**config.mk**
```make
export PLATFORM = sky130hd
export DESIGN_NAME = ula_cla_pipe
export DESIGN_NICKNAME = d
export VERILOG_FILES = /design/src/rtl/ula_cla_pipe.sv
export SDC_FILE = /design/constraint.sdc
export NUM_CORES = 1
export LEC_CHECK = 0
export ABC_AREA = 1
export CAP_MARGIN = 20
export CORE_UTILIZATION = 50
export CTS_BUF_LIST = sky130_fd_sc_hd__clkbuf_16
export DETAILED_ROUTE_END_ITERATION = 6
export PLACE_DENSITY_LB_ADDON = 0.2
export SYNTH_ARGS = -nofsm -noshare
export SYNTH_HDL_FRONTEND = slang
export SYNTH_SLANG_ARGS = --single-unit
```
**constraint.sdc**
```tcl
create_clock -name clk -period 2.2 [get_ports clk]
set_input_delay 0.33 -clock clk [delete_from_list [all_inputs] [get_ports clk]]
set_output_delay 0.33 -clock clk [all_outputs]
set_load 0.05 [all_outputs]
```
**src/rtl/ula_cla_pipe.sv**
```systemverilog
// ula_cla_pipe: two-stage valid/ready ALU with a hierarchical carry-lookahead adder.
// Define ULA_SAT_EN to turn seletor 111 into saturating signed ADD.
module ula_cla_pipe #(
  parameter int WIDTH = 8,
  parameter int BLOCK = 4
) (
  input  logic             clk,
  input  logic             rst,
  input  logic             in_valid,
  output logic             in_ready,
  input  logic [WIDTH-1:0] A,
  input  logic [WIDTH-1:0] B,
  input  logic [2:0]       seletor,
  input  logic             carry_in,
  output logic             out_valid,
  input  logic             out_ready,
  output logic [WIDTH-1:0] resultado,
  output logic             carry_out,
  output logic             overflow,
  output logic             zero,
  output logic             negativo,
  output logic             propagado,
  output logic             gerado
);
  localparam int NG = WIDTH / BLOCK;
  logic             s1_valid, s1_cin, s2_adv, s1_adv;
  logic [WIDTH-1:0] s1_a, s1_b, s1_g, s1_p, b_eff;
  logic [2:0]       s1_sel;
  assign s2_adv   = !out_valid || out_ready;
  assign s1_adv   = !s1_valid || s2_adv;
  assign in_ready = s1_adv && !rst;
  assign b_eff    = seletor == 3'b101 ? ~B : B;
  always_ff @(posedge clk) begin
    if (rst) begin
      s1_valid <= 1'b0;
      s1_a     <= '0;
      s1_b     <= '0;
      s1_g     <= '0;
      s1_p     <= '0;
      s1_sel   <= '0;
      s1_cin   <= 1'b0;
    end else if (s1_adv) begin
      s1_valid <= in_valid;
      if (in_valid) begin
        s1_a   <= A;
        s1_b   <= B;
        s1_g   <= A & b_eff;
        s1_p   <= A | b_eff;
        s1_sel <= seletor;
        s1_cin <= carry_in;
      end
    end
  end
  logic              cin_eff, bx_msb, cc, wg, ovf, sat_op, arith;
  logic [NG-1:0]     gg, pg;
  logic [NG:0]       gc;
  logic [WIDTH-1:0]  c, sum, sat_res, res;
  assign cin_eff = s1_sel == 3'b101 || s1_cin;
  assign bx_msb  = s1_sel == 3'b101 ? ~s1_b[WIDTH-1] : s1_b[WIDTH-1];
  // gc holds the group carries; wg chains the same groups with a zero carry-in
  always_comb begin
    gg = '0;
    pg = '1;
    gc = '0;
    c  = '0;
    cc = 1'b0;
    wg = 1'b0;
    gc[0] = cin_eff;
    for (int k = 0; k < NG; k++) begin
      cc = gc[k];
      for (int i = 0; i < BLOCK; i++) begin
        c[k*BLOCK+i] = cc;
        cc    = s1_g[k*BLOCK+i] | (s1_p[k*BLOCK+i] & cc);
        gg[k] = s1_g[k*BLOCK+i] | (s1_p[k*BLOCK+i] & gg[k]);
        pg[k] = pg[k] & s1_p[k*BLOCK+i];
      end
      gc[k+1] = gg[k] | (pg[k] & gc[k]);
      wg      = gg[k] | (pg[k] & wg);
    end
  end
  // with P = A|B' and G = A&B', P & ~G is the half-sum A^B'
  assign sum     = (s1_p & ~s1_g) ^ c;
  assign ovf     = (s1_a[WIDTH-1] == bx_msb) && (sum[WIDTH-1] != s1_a[WIDTH-1]);
  assign sat_res = ovf ? (s1_a[WIDTH-1] ? {1'b1, {(WIDTH-1){1'b0}}} : {1'b0, {(WIDTH-1){1'b1}}}) : sum;
`ifdef ULA_SAT_EN
  assign sat_op = s1_sel == 3'b111;
`else
  assign sat_op = 1'b0;
`endif
  assign arith = s1_sel == 3'b100 || s1_sel == 3'b101 || sat_op;
  assign res = s1_sel == 3'b000 ? s1_a & s1_b :
               s1_sel == 3'b001 ? s1_a | s1_b :
               s1_sel == 3'b010 ? ~s1_a :
               s1_sel == 3'b011 ? ~(s1_a & s1_b) :
               s1_sel == 3'b110 ? s1_a ^ s1_b :
               s1_sel == 3'b111 ? (sat_op ? sat_res : '0) : sum;
  always_ff @(posedge clk) begin
    if (rst) begin
      out_valid <= 1'b0;
      resultado <= '0;
      carry_out <= 1'b0;
      overflow  <= 1'b0;
      zero      <= 1'b0;
      negativo  <= 1'b0;
      propagado <= 1'b0;
      gerado    <= 1'b0;
    end else if (s2_adv) begin
      out_valid <= s1_valid;
      if (s1_valid) begin
        resultado <= res;
        carry_out <= arith & gc[NG];
        overflow  <= arith & ovf;
        zero      <= res == '0;
        negativo  <= res[WIDTH-1];
        propagado <= arith & (&s1_p);
        gerado    <= arith & wg;
      end
    end
  end
endmodule
```
======== After elaboration in Yosys (flattened, before gate mapping) ========
Cells that the tools add are included.
word-level totals
  flip-flop bits (word level) ............. 52
  input bits .............................. 24
  output and inout port bits .............. 16
cells by class
  equal/unequal tests ..................... 10
  muxes and demuxes ....................... 8
  bitwise operators ....................... 52
  reduce and logical (&&, ||, !) cells .... 14
operators by type and width
  operator              number
  $mux W8               7
  $not A8 Y8            4
  $and A1 B1 Y1         25
  $and A8 B8 Y8         3
  $or A8 B8 Y8          2
  $xor A8 B8 Y8         2
  $eq A3 B3 Y1 const B  5
  $or A1 B1 Y1          15
  $logic_not A8 Y1      1
  $reduce_and A8 Y1     1
  $eq A3 B2 Y1 const B  2
  $logic_or A1 B1 Y1    4
  $reduce_and A2 Y1     2
  $eq A3 B1 Y1 const B  1
  $logic_not A1 Y1      3
  $logic_not A3 Y1      1
  $logic_and A1 B1 Y1   2
  $eq A1 B1 Y1          1
  $mux W1               1
  $ne A1 B1 Y1          1
  $not A1 Y1            1

======== Logic depth before layout (Yosys ltp) ========
  depth after elaboration ................. 21
  depth in mapped cells ................... 19
  mapped depth without buffers ............ 19

======== Worst setup path after synthesis ========
Ideal clock, no wire load.
  path kind ............................... reg-to-reg
  start point ............................. register out_valid
  end point ............................... register s1_a[0]
  library setup time ...................... 0.128 ns
  data arrival time ....................... 1.822 ns
  data required time ...................... 2.072 ns
  setup slack ............................. 0.250 ns
  cell stages (with the launch flop) ...... 7
  clock period less this slack ............ 1.950 ns
  cells stage by stage .................... dfxtp_1 > nand3_1 > nand2_1 > clkbuf_1 > clkbuf_1 > buf_1 > a21oi_1
between the ends
  word-level cells in the longest chain between the ends .. 4
ends and longest elaborated chain
  element                             line  source
  start: declaration                  15    output logic out_valid,
  start signal: assignment            108   out_valid <= s1_valid;
  $logic_not A1 Y1                    29    assign s2_adv = !out_valid || out_ready;
  $logic_or A1 B1 Y1                  29
  $logic_or A1 B1 Y1                  30    assign s1_adv = !s1_valid || s2_adv;
  $reduce_and A2 Y1 (no source line)  -
  end signal: assignment              36    s1_a <= '0;
  end signal: assignment              45    s1_a <= A;
  end: declaration                    27    logic [WIDTH-1:0] s1_a, s1_b, s1_g, s1_p, b_eff;
No other way between the ends.
A chain may end at the register's enable or synchronous reset.

======== Worst setup path in the final report ========
  start point ............................. register s1_p[1]
  end point ............................... register zero
between the ends
  word-level cells in the longest chain between the ends .. 21
  elaborated cells between the ends (all ways) .. 30
  those cells by class .................... 6 x mux; 23 x bitwise; 1 x reduce/logical
ends and longest elaborated chain
  element                   line  source
  start: declaration        27
  start signal: assignment  48    s1_p <= A | b_eff;
  $and A1 B1 Y1             74    gg[k] = s1_g[k*BLOCK+i] | (s1_p[k*BLOCK+i] & gg[k]);
  $or A1 B1 Y1              74
  $and A1 B1 Y1             74
  $or A1 B1 Y1              74
  $and A1 B1 Y1             74
  $or A1 B1 Y1              74
  $or A1 B1 Y1              77    gc[k+1] = gg[k] | (pg[k] & gc[k]);
  $and A1 B1 Y1             73    cc = s1_g[k*BLOCK+i] | (s1_p[k*BLOCK+i] & cc);
  [... 5 more ...]          -
  $xor A8 B8 Y8 (*)         82    assign sum = (s1_p & ~s1_g) ^ c;
  $mux W8 (*)               96    s1_sel == 3'b111 ? (sat_op ? sat_res : '0) : sum;
  $mux W8 (*)               95    s1_sel == 3'b110 ? s1_a ^ s1_b :
  $mux W8 (*)               94    s1_sel == 3'b011 ? ~(s1_a & s1_b) :
  $mux W8 (*)               93    s1_sel == 3'b010 ? ~s1_a :
  $mux W8 (*)               92    s1_sel == 3'b001 ? s1_a | s1_b :
  $mux W8 (*)               91    assign res = s1_sel == 3'b000 ? s1_a & s1_b :
  $logic_not A8 Y1 (*)      113   zero <= res == '0;
  end signal: assignment    103   zero <= 1'b0;
  end signal: assignment    113
  end: declaration          20    output logic zero,
Mark *: on every way between the ends. The rest lies on a longest branch, timed or not.

==> parameters.txt <==
Parameter                              Value

Run status
  Result of the run ... completed

Floorplan
  Starting density of the core ... 53.1%
  Floorplan core area ... 0.00564 mm^2
  Number of ports placed on the die boundary ... 40
  Site Rows ... 27
  Horizontal die dimension ... 79.4 um
  Floorplan die area ... 0.00631 mm^2
  Chip height ... 79.4 um

Route
  Number of DRC markers in iteration 0 ... 211
  Total number of vias ... 2856
  Antenna Nets Post-Route ... 0
  Final routed wirelength across all metal layers ... 7.40 mm
  Via-to-Cell Ratio ... 5.22
  Average wire length per cell after detail routing ... 13.5 um
  Remaining design rule violation count ... 0
  Number of detailed-route iterations in the first pass ... 5

Hold path
  Class of the worst hold path ... flip-flop to flip-flop

Clock network
  TritonCTS Sinks ... 51
  Number of levels the H-tree was split into ... 2
  Root cell of the clock tree ... sky130_fd_sc_hd__clkbuf_16
  Clock buffer count from CTS ... 5
  Number of buffers on the longest clock path ... 2
  Number of hold-repair buffers added at the cts stage ... 0
  TritonCTS clock tree ... built
  Clk_lat worst skew ... 0.29 ns
  Clock-pin transition on the worst setup and hold timing paths ... 0.07 ns

Critical path
  Critical Path Slowest Stage Cell ... sky130_fd_sc_hd__dfxtp_1
  Register-to-register setup slack ... 0.18 ns
  Arrival time of data at the critical path endpoint ... 2.20 ns
  Crit path buf inv count ... 0
  Element type at the critical path start ... flip-flop
  CP endpoint kind ... flip-flop
  Longest individual stage delay on the worst path ... 0.43 ns
  Peak fanout along the critical path ... 5
  Family with the most delay on the worst path ... simple AND/OR/NAND/NOR gates
  List of cells traversed by the critical path ... nand2_1, nor2_1, nand2_2, nand3_2, nand2_2, nand2_2, nand2_2, nand2_2, nand2_2, nand3_1, nand3_1, nand2_1, nand2_1, nand2_1, nand2_2, nand3_2, a21oi_2
  Required time of the critical path ... 2.38 ns
  Crit Path Category ... flip-flop to flip-flop
  Most Frequent Cell on Critical Path ... sky130_fd_sc_hd__nand2_2

Placed design
  Global placer's final weighted congestion ... 0.841
  Sum of net half-perimeters after detailed placement ... 5.58 mm
  IO Port Bufs ... 39

STA
  Final period util ... 91.7%
  Final-layout setup total negative slack ... 0 ns
  Fin. max-slew vios ... 0
  Setup violators final ... 0
  Worst-case clock skew ... 0.00597 ns
  Worst hold slack after final layout ... 0.465 ns
  FMAX ... 0.496 GHz
  Final Hold Viols ... 0
  Setup repair after global routing missed its margin ... false
  Relative max-transition margin ... 66.4%
  Worst Tran Pin Value ... 0.502 ns
  Min Clock Period, post-route ... 2.02 ns

Global routing
  First-pass GRT wire length ... 12.2 mm
  Final global-route overflow total ... 0
  Antenna violations before repair ... 0
  Number of global-route vias before repair ... 2550
  Total global routing track utilization ... 25.2%
  Pin count of the biggest net entering global routing ... 55

Logic synthesis
  Number of enable-type register cells in the synthesized netlist ... 0
  Number of flip-flops and latches in the synthesized netlist ... 51
  Most used flip-flop cell after synthesis ... sky130_fd_sc_hd__dfxtp_1
  Area of the mapped netlist ... 0.00300 mm^2
  Largest family of logic cells by synthesized area ... simple AND/OR/NAND/NOR gates
  Adder and majority gate portion of the synthesized area ... 6.68%
  Portion of the post-synthesis area used by sequential elements ... 34.1%
  FFs w/ async S/R, synth ... 0%
  Synth Area in Compound Gates ... 20.2%
  Mean instance size in the synthesized netlist ... 6.92 um^2
  Post-synthesis xor/xnor area fraction ... 2.63%
  Post-Syn Instances ... 433
  Unique cell type count in the Yosys netlist ... 38
  Multiplexer share of the synthesized area ... 0%
  Count of synthesis-stage warnings from yosys ... 0
  Simple-gate area share of the yosys netlist ... 26.5%
  Mapped Nets ... 473

Cells and area
  Area Overhead vs Synth ... 22.1%
  Most common cell after layout, fill and taps aside ... sky130_fd_sc_hd__nand2_1
  Share of final-layout standard cells stronger than drive strength 1 ... 10.7%
  Share of the core filled with cells ... 64.9%
  Filler instances ... 485
  Most frequent cells in the layout ... 86 x sky130_fd_sc_hd__nand2_1, 58 x sky130_fd_sc_hd__inv_1, 48 x sky130_fd_sc_hd__dfxtp_1
  Nets ... 514
  Ant. Diodes ... 0

Power
  Total power of the final layout ... 2.39 mW
  Worst VDD drop ... 371 uV
  Power density cells ... 652 mW/mm^2
  Static Leakage ... 1.67 nW

Job
  Maximum capacitance violations ... 0
-- stage by stage --
stage | setup slack, ns | cells | cell area [um^2]
after floorplan | 0.250 | 433 | 3000
after global placement | 0.186 | 539 | 3510
final | 0.182 | 547 | 3660
after global routing | 0.00204 | 547 | 3660
after CTS | 0.127 | 547 | 3660
after detailed placement | 0.153 | 539 | 3510
-- synth_stat cells, types with 2 or more instances --
cell / n / area, um^2
sky130_fd_sc_hd__o21ai_0: 34 / 170
sky130_fd_sc_hd__inv_2: 4 / 15.0
sky130_fd_sc_hd__a211oi_1: 7 / 52.6
sky130_fd_sc_hd__inv_1: 57 / 214
sky130_fd_sc_hd__nor2_1: 35 / 131
sky130_fd_sc_hd__ha_1: 16 / 200
sky130_fd_sc_hd__nor2_2: 2 / 12.5
sky130_fd_sc_hd__clkbuf_1: 11 / 41.3
sky130_fd_sc_hd__a221oi_1: 7 / 61.3
sky130_fd_sc_hd__nand2_1: 86 / 323
sky130_fd_sc_hd__buf_1: 2 / 7.51
sky130_fd_sc_hd__a21oi_1: 46 / 230
sky130_fd_sc_hd__nand2_2: 13 / 81.3
sky130_fd_sc_hd__dfxtp_1: 51 / 1020
sky130_fd_sc_hd__o211ai_1: 4 / 30.0
sky130_fd_sc_hd__nand3_2: 3 / 30.0
sky130_fd_sc_hd__xor2_1: 8 / 70.1
sky130_fd_sc_hd__nand3_1: 25 / 125
sky130_fd_sc_hd__nand3b_1: 3 / 22.5
-- layout make-up --
class / instances / area, um^2 / area share (%)
Clock buffer: 5 / 125 / 3.42
Inverter: 63 / 238 / 6.50
Clock inverter: 3 / 16.3 / 0.444
Tap cell: 72 / 90.1 / 2.46
Multi-Input combinational cell: 304 / 1680 / 45.8
Timing Repair Buffer: 49 / 488 / 13.3
Sequential cell: 51 / 1020 / 28.0
-- path summary, 6_finish.rpt --
kind,depth (start not counted),to,from
max,17,zero,s1_p[1]
min,2,overflow,overflow
max reg2reg,17,zero,s1_p[1]
min reg2reg,2,overflow,overflow
-- kinds of logic after synthesis --
kind of cell / after synthesis
simple gates: 174
fa+ha+maj: 16
flops: 51
buf+inv: 78
compound gates: 105
xor+xnor: 9
-- routing by layer --
layer	wire length, um	global-route usage, %
met5	0	0
met4	50	6.73
met3	381	3.77
met2	3470	42.3
met1	3500	33.5
-- registers in the layout, summed over array words and instances (netlist names) --
register,cells
s1_b,8
out_valid,1
s1_sel,3
zero,1
resultado,8
s1_g,8
s1_p,8
s1_a,8
s1_cin,1
overflow,1
carry_out,1
s1_valid,1
gerado,1
propagado,1
-- worst register-to-register path: cells and delay by family (launching register included) --
family	cells	cell delay, ns
AOI/OAI and AO/OA	1	0.05
and+or+nand+nor	16	1.46
DFF	1	0.43
-- power breakdown --
part / internal, mW / leakage [nW] / total, mW / switching [mW]
Combinational: 0.225 / 1.17 / 0.585 / 0.360
Sequential: 0.987 / 0.423 / 1.04 / 0.0515
Clock: 0.416 / 0.0710 / 0.764 / 0.348
-- repair_timing --
item                       4_1_cts  5_1_grt
gates resized for setup          0        3
setup endpoints to repair        0        2
buffers inserted                 0        0
Note: power is estimated with default switching activity, not from simulation.
